==> config.mk <==
export PLATFORM = sky130hd
export DESIGN_NAME = div_issue_unit
export DESIGN_NICKNAME = d
export VERILOG_FILES = /design/src/rtl/div_issue_unit.sv
export SDC_FILE = /design/constraint.sdc
export NUM_CORES = 2
export LEC_CHECK = 0
export BUFFER_PORTS_ARGS = -buffer_cell sky130_fd_sc_hd__buf_4
export CAP_MARGIN = 30
export CORE_ASPECT_RATIO = 0.8
export CORE_MARGIN = 2
export CORE_UTILIZATION = 50
export CTS_BUF_LIST = sky130_fd_sc_hd__clkbuf_8
export CTS_CLUSTER_SIZE = 25
export DETAILED_ROUTE_END_ITERATION = 10
export PLACE_DENSITY = 0.69
export SKIP_LAST_GASP = 1
export SYNTH_ARGS = -nofsm -noshare
export SYNTH_HDL_FRONTEND = slang
export SYNTH_SLANG_ARGS = --single-unit
==> constraint.sdc <==
create_clock -name clock -period 9.5 [get_ports clock]
set_input_delay 1.425 -clock clock [delete_from_list [all_inputs] [get_ports clock]]
set_output_delay 1.425 -clock clock [all_outputs]
set_load 0.1 [all_outputs]
==> src/rtl/div_issue_unit.sv <==
// Request-side front end for the signed M-extension divider: resolves RISC-V
// divide special cases locally, forwards ordinary operands and forms the REM result.
module div_issue_unit #(
    parameter int TAG_W = 5
) (
    input  logic             clock,
    input  logic             nreset,
    input  logic             req_valid_i,
    output logic             req_ready_o,
    input  logic             req_op_i,
    input  logic [31:0]      req_a_i,
    input  logic [31:0]      req_b_i,
    input  logic [TAG_W-1:0] req_tag_i,
    output logic [31:0]      div_a_o,
    output logic [31:0]      div_b_o,
    output logic             div_in_valid_o,
    input  logic             div_in_ready_i,
    input  logic [31:0]      div_c_i,
    input  logic             div_out_valid_i,
    output logic             div_out_ready_o,
    output logic             rsp_valid_o,
    input  logic             rsp_ready_i,
    output logic [31:0]      rsp_data_o,
    output logic [TAG_W-1:0] rsp_tag_o
);

    typedef enum logic [2:0] {
        IDLE,
        ISSUE,
        WAIT,
        REMC,
        RESP
    } state_e;

    state_e             state_q, state_d;
    logic               req_ready_q, req_ready_d;
    logic               op_q, op_d;
    logic [31:0]        div_a_q, div_a_d;
    logic [31:0]        div_b_q, div_b_d;
    logic               div_in_valid_q, div_in_valid_d;
    logic               div_out_ready_q, div_out_ready_d;
    logic [31:0]        quot_q, quot_d;
    logic               rsp_valid_q, rsp_valid_d;
    logic [31:0]        rsp_data_q, rsp_data_d;
    logic [TAG_W-1:0]   rsp_tag_q, rsp_tag_d;
    logic [31:0]        rem_prod;

    // The divider operand registers double as the latched a/b used by REMC.
    assign rem_prod = quot_q * div_b_q;

    always_comb begin
        state_d         = state_q;
        req_ready_d     = req_ready_q;
        op_d            = op_q;
        div_a_d         = div_a_q;
        div_b_d         = div_b_q;
        div_in_valid_d  = div_in_valid_q;
        div_out_ready_d = div_out_ready_q;
        quot_d          = quot_q;
        rsp_valid_d     = rsp_valid_q;
        rsp_data_d      = rsp_data_q;
        rsp_tag_d       = rsp_tag_q;

        case (state_q)
            IDLE: begin
                req_ready_d = 1'b1;
                if (req_valid_i && req_ready_q) begin
                    req_ready_d = 1'b0;
                    op_d        = req_op_i;
                    rsp_tag_d   = req_tag_i;
                    div_a_d     = req_a_i;
                    div_b_d     = req_b_i;
                    if (req_b_i == '0) begin
                        rsp_data_d  = req_op_i ? req_a_i : '1;
                        rsp_valid_d = 1'b1;
                        state_d     = RESP;
                    end else if (req_a_i == 32'h8000_0000 && req_b_i == '1) begin
                        rsp_data_d  = req_op_i ? '0 : 32'h8000_0000;
                        rsp_valid_d = 1'b1;
                        state_d     = RESP;
                    end else begin
                        div_in_valid_d = 1'b1;
                        state_d        = ISSUE;
                    end
                end
            end
            ISSUE: begin
                if (div_in_valid_q && div_in_ready_i) begin
                    div_in_valid_d  = 1'b0;
                    div_out_ready_d = 1'b1;
                    state_d         = WAIT;
                end
            end
            WAIT: begin
                if (div_out_valid_i && div_out_ready_q) begin
                    quot_d          = div_c_i;
                    div_out_ready_d = 1'b0;
                    if (op_q) begin
                        state_d = REMC;
                    end else begin
                        rsp_data_d  = div_c_i;
                        rsp_valid_d = 1'b1;
                        state_d     = RESP;
                    end
                end
            end
            REMC: begin
                rsp_data_d  = div_a_q - rem_prod;
                rsp_valid_d = 1'b1;
                state_d     = RESP;
            end
            RESP: begin
                if (rsp_ready_i) begin
                    rsp_valid_d = 1'b0;
                    req_ready_d = 1'b1;
                    state_d     = IDLE;
                end
            end
            default: begin
                state_d = IDLE;
            end
        endcase
    end

    always_ff @(posedge clock or negedge nreset) begin
        if (!nreset) begin
            state_q         <= IDLE;
            req_ready_q     <= 1'b0;
            op_q            <= 1'b0;
            div_a_q         <= '0;
            div_b_q         <= '0;
            div_in_valid_q  <= 1'b0;
            div_out_ready_q <= 1'b0;
            quot_q          <= '0;
            rsp_valid_q     <= 1'b0;
            rsp_data_q      <= '0;
            rsp_tag_q       <= '0;
        end else begin
            state_q         <= state_d;
            req_ready_q     <= req_ready_d;
            op_q            <= op_d;
            div_a_q         <= div_a_d;
            div_b_q         <= div_b_d;
            div_in_valid_q  <= div_in_valid_d;
            div_out_ready_q <= div_out_ready_d;
            quot_q          <= quot_d;
            rsp_valid_q     <= rsp_valid_d;
            rsp_data_q      <= rsp_data_d;
            rsp_tag_q       <= rsp_tag_d;
        end
    end

    assign req_ready_o     = req_ready_q;
    assign div_a_o         = div_a_q;
    assign div_b_o         = div_b_q;
    assign div_in_valid_o  = div_in_valid_q;
    assign div_out_ready_o = div_out_ready_q;
    assign rsp_valid_o     = rsp_valid_q;
    assign rsp_data_o      = rsp_data_q;
    assign rsp_tag_o       = rsp_tag_q;

endmodule

# Yosys cells after proc, flatten, opt, wreduce, memory -nomap -nowiden
# Cells that the tools add are included.
[word_totals]
reg_bits = 141
output_inout_bits = 105
word_cells = 80
[classes]
addsub = 1
mul = 1
eq_ne = 14
muxes = 34
reduce_logical = 19
[op_table]
columns = ["operator", "count"]
rows = [
  ["two-way mux 32 bit", 7],
  ["one-hot mux 32 bit (3 select lines)", 1],
  ["equality test 32 bit (second input constant)", 2],
  ["zero test 32 bit", 1],
  ["multiplier 32 x 32 -> 32 bit", 1],
  ["subtractor 32 bit", 1],
  ["two-way mux 3 bit", 7],
  ["one-hot mux 3 bit (5 select lines)", 1],
  ["two-way mux 1 bit", 14],
  ["!= test 2 bit (second input constant)", 7],
  ["AND reduction 5 bit", 2],
  ["equality test 3 x 2 -> 1 bit (second input constant)", 2],
  ["one-hot mux 1 bit (2 select lines)", 3],
  ["AND reduction 2 bit", 3],
  ["AND reduction 6 bit", 1],
  ["nonzero test 2 bit", 3],
  ["logical AND 1 bit", 4],
  ["one-hot mux 1 bit (4 select lines)", 1],
  ["AND reduction 4 bit", 1],
  ["nonzero test 4 bit", 1],
  ["equality test 3 x 1 -> 1 bit (second input constant)", 1],
  ["equality test 3 bit (second input constant)", 1],
  ["zero test 3 bit", 1],
  ["!= test 3 bit (second input constant)", 1],
  ["other kinds (2)", 2],
]

# Logic depth before layout (Yosys ltp)
[depth]
depth_word = 6
ltp_mapped = 27
ltp_nobuf = 25

# Worst setup path before layout
# OpenSTA, ideal clock, no wires.
[synth_path]
path_type = "reg-to-reg"
from = "reg div_b_q[5] (netlist: div_b_o[5])"
to = "reg rsp_data_q[31] (netlist: rsp_data_o[31])"
arrival_ns = 7.498
required_ns = 9.367
slack_ns = 1.869
stages_incl_launch_ff = 26
path_buffers = 2
period_less_slack_ns = 7.631
cell_sequence = "dfrtp_1 -> clkbuf_1 -> clkbuf_1 -> nand2_1 -> fa_1 -> fa_1 -> fa_1 -> inv_1 -> fa_1 -> fa_1 -> inv_1 -> fa_1 -> fa_1 -> inv_1 -> fa_1 -> inv_1 -> ha_1 -> and4_1 -> and2_1 -> nand3b_1 -> o31ai_1 -> o41ai_2 -> o21ai_0 -> xnor2_1 -> a211oi_1 -> a21oi_1"
[synth_between]
elab_chain_len = 3
[synth_lines]
columns = ["element", "line", "rtl"]
rows = [
  ["from (decl)", "39", "logic [31:0] div_b_q, div_b_d;"],
  ["from (signal assigned)", "143", "div_b_q <= div_b_d;"],
  ["multiplier 32 x 32 -> 32 bit", "49", "assign rem_prod = quot_q * div_b_q;"],
  ["subtractor 32 bit", "108", "rsp_data_d = div_a_q - rem_prod;"],
  ["one-hot mux 32 bit (3 select lines)", "64", "case (state_q)"],
  ["to (signal assigned)", "148", "rsp_data_q <= rsp_data_d;"],
  ["to (decl)", "44", "logic [31:0] rsp_data_q, rsp_data_d;"],
]
# Every way passes these cells.
# A chain may end at the register's enable or synchronous reset.

# Final worst setup path
# Ends and elaborated chain as after synthesis.

==> flow_metrics.py <==
metrics = {
    "grt": {
        "antenna_found_initial": 2,
        "grt_overflow_total": 0,
        "grt_start_max_net_pins": 64,
        "grt_pass1_wl_um": 113000,
        "grtUsageTotal_pct": 31.1,
        "grt_pass1_vias": 19900,
    },
    "yosys": {
        "ys_seq_area_share_pct": 15.2,
        "syn_inst": 2444,
        "syn-num-nets": 3141,
        "synth_seq_cells": 141,
        "ys.warnings.count": 0,
        "ys_types": 61,
        "synthFlopType": "dfrtp_1",
        "syn_avg_cell_area_um2": 9.49,
        "synth_edf_count": 0,
        "syn_area_mm2": 0.0232,
        "async_flop_share_pct": 100,
    },
    "finish": {
        "drive_above_1_share_pct": 15.3,
        "antennaDiodeCount": 0,
        "areaGrowthSynthToFinish_pct": 11.4,
        "nNetsFinal": 3278,
        "final_core_util_pct": 56.5,
    },
    "clocking": {
        "clk_pin_slew_ns": 0.10,
        "cts_root_buf": "clkbuf_8",
        "cts_tree": "yes",
        "clock_sinks": 141,
        "cts_max_path_buffers": 2,
        "insertion_delay_ns": 0.50,
        "postCtsSetupBuffers": 0,
        "cts_inserted_buffers": 17,
        "cts_resized": 0,
        "hold_buffers": 0,
        "htree_levels": 4,
    },
    "floorplanning": {
        "placeableCoreArea_mm2": 0.0457,
        "fp.dieH_um": 197,
        "die_w_um": 245,
        "io_pins": 213,
        "die_area_mm2": 0.0481,
        "start_util_pct": 50.7,
        "rows": 70,
    },
    "timing": {
        "worst_pin_slew_ns": 1.13,
        "period_share_pct": 84.4,
        "slew_headroom_pct": 24.5,
        "slew_viol_final": 0,
        "finClkSkew_ns": 0.0272,
        "finalSetupViolCount": 0,
        "rsz0062_at_grt": "false",
        "tns_ns": 0,
        "hold_violations": 0,
        "holdWs_ns": 0.494,
        "min_period_ns": 8.02,
        "max_freq_mhz": 125,
    },
    "job": {
        "cap_viol_max_count": 0,
    },
    "outcome": {
        "status": "complete, no violations",
    },
    "routing": {
        "routed_wl_um": 71300,
        "vias": 18000,
        "wl_per_cell_um": 22.2,
        "drt_iter0_drc": 1491,
        "drt_pre_antenna_iters": 6,
        "viasPerCell": 5.61,
        "final_antenna_net_count": 0,
        "route.detailed.drc": 0,
    },
    "setup_path": {
        "worstSetupEndpointType": "flip-flop",
        "cp.required_ns": 9.87,
        "startpoint_type": "flip-flop",
        "cp.arrival_ns": 8.39,
        "criticalPathCategory": "reg -> reg",
        "critPathMaxFanout": 19,
    },
    "hold_path": {
        "hp-class": "reg -> reg",
    },
    "placement": {
        "dp_hpwl_um": 57000,
        "gp_congestion": 0.964,
        "io_buffer_count": 212,
    },
}
==> sequential cells by signal (all words and copies together) (netlist names) <==
name and count:
div_a_o 32, div_b_o 32, quot_q 32, rsp_data_o 32
rsp_tag_o 5, state_q 3, div_in_valid_o 1, div_out_ready_o 1
op_q 1, req_ready_o 1, rsp_valid_o 1
==> kinds of logic (layout without fill, tap and decap cells) <==
group / count (synthesis) / in the layout / synth area share [%]
simple gates: 689 / 689 / 14.3
buf+inv: 659 / 809 / 10.7
fa+ha+maj: 589 / 589 / 46.1
compound gates: 168 / 168 / 4.86
flops: 141 / 141 / 15.2
mux: 116 / 116 / 5.60
xor+xnor: 82 / 82 / 3.22
==> worst max-delay path, stage by stage (launching register included) <==
cell and delay (ns):
dfrtp_1 0.77, buf_4 0.45, nand2_1 0.15, fa_1 0.64, fa_1 0.45, fa_1 0.52
inv_1 0.05, fa_1 0.47, inv_1 0.05, fa_1 0.48, fa_1 0.47, fa_1 0.53
inv_1 0.05, fa_1 0.50, inv_1 0.06, ha_1 0.37, and4_1 0.24, and2_1 0.29
nand3b_1 0.13, o31ai_1 0.38, o41ai_2 0.15, o21ai_0 0.29, xnor2_1 0.11, a211oi_1 0.23
a21oi_1 0.07
==> cells in the mapped netlist (2+ instances only) <==
cell type / count / area (um^2)
inv_1: 531 / 1990
fa_1: 443 / 8870
nand2_1: 379 / 1420
and2_1: 197 / 1230
ha_1: 146 / 1830
dfrtp_1: 141 / 3530
clkbuf_1: 123 / 462
mux2_2: 109 / 1230
xnor2_1: 59 / 517
o21ai_0: 46 / 230
a21oi_1: 36 / 180
nand2b_1: 24 / 150
nor2_1: 23 / 86.3
xor2_1: 21 / 184
nor4_1: 17 / 106
a21o_1: 15 / 113
a222oi_1: 15 / 150
nand4_1: 13 / 81.3
o21ai_1: 11 / 55.1
nor3_1: 8 / 40.0
mux2i_1: 7 / 70.1
a31oi_1: 6 / 37.5
nor2b_1: 6 / 37.5
nand3_1: 5 / 25.0
nand3b_1: 5 / 37.5
o21a_1: 5 / 37.5
a211oi_1: 4 / 30.0
buf_2: 4 / 20.0
o211ai_1: 3 / 22.5
o31ai_1: 3 / 22.5
a21boi_0: 2 / 15.0
a21oi_2: 2 / 17.5
a22oi_1: 2 / 15.0
a41o_1: 2 / 20.0
and3_1: 2 / 12.5
nand4b_1: 2 / 17.5
nor3b_1: 2 / 15.0
xnor3_1: 2 / 45.0
==> layer usage <==
layer | GRT usage, % | wire [um] | up-vias
li1 | - | - | 7630
met1 | 42.4 | 29500 | 9310
met2 | 49.0 | 32400 | 906
met3 | 6.55 | 6550 | 152
met4 | 12.4 | 2830 | 0
met5 | 0 | 0 | -
==> cell type report <==
cell class,instances,area (um^2)
timing repair buffer,245,1910
multi-input combinational,1644,17200
clock inverter,14,169
inverter,532,2000
tap,612,766
clock buffer,18,248
sequential,141,3530
fill,4074,19900
==> path summary, 6_finish.rpt <==
check / start / end / slack (ns) / cells after the start
max: div_b_o[5] / rsp_data_o[31] / 1.48 / 24
min: rsp_data_o[27] / rsp_data_o[27] / 0.49 / 2
max reg2reg: div_b_o[5] / rsp_data_o[31] / 1.48 / 24
min reg2reg: rsp_data_o[27] / rsp_data_o[27] / 0.49 / 2
max in group asynchronous: nreset / div_in_valid_o / 7.36 / 3
min in group asynchronous: nreset / req_ready_o / 0.91 / 1
==> stage by stage <==
| step | cell area, um^2 | setup WS, ns | instances |
|---|---|---|---|
| after CTS | 25800 | 1.54 | 3205 |
| after global placement | 25300 | 1.73 | 3169 |
| after detailed placement | 25400 | 1.55 | 3173 |
| after global routing | 25800 | 1.10 | 3206 |
| final | 25800 | 1.48 | 3206 |
| after floorplan | 23200 | 1.87 | 2444 |
==> cells in the final DEF, fill, tap and decap left out, drive strengths merged, types with 5 or more instances in the layout <==
master,netlist,layout
nor4,17,17
nand3,5,5
clkinv,1,5
a21oi,38,38
mux2,109,109
nor2,23,23
nand2b,24,24
a222oi,15,15
fa,443,443
nand4,13,13
xor2,21,21
and2,197,197
dfrtp,141,141
buf,4,245
mux2i,7,7
o21ai,57,57
nor3,8,8
nand2,380,380
nand3b,5,5
a31oi,7,7
inv,531,534
xnor2,59,59
clkbuf,123,18
nor2b,6,6
ha,146,146
o21a,5,5
a21o,15,15
Power is not shown: default switching activity piles up to over one toggle a cycle in this logic, so the estimate is an artifact.
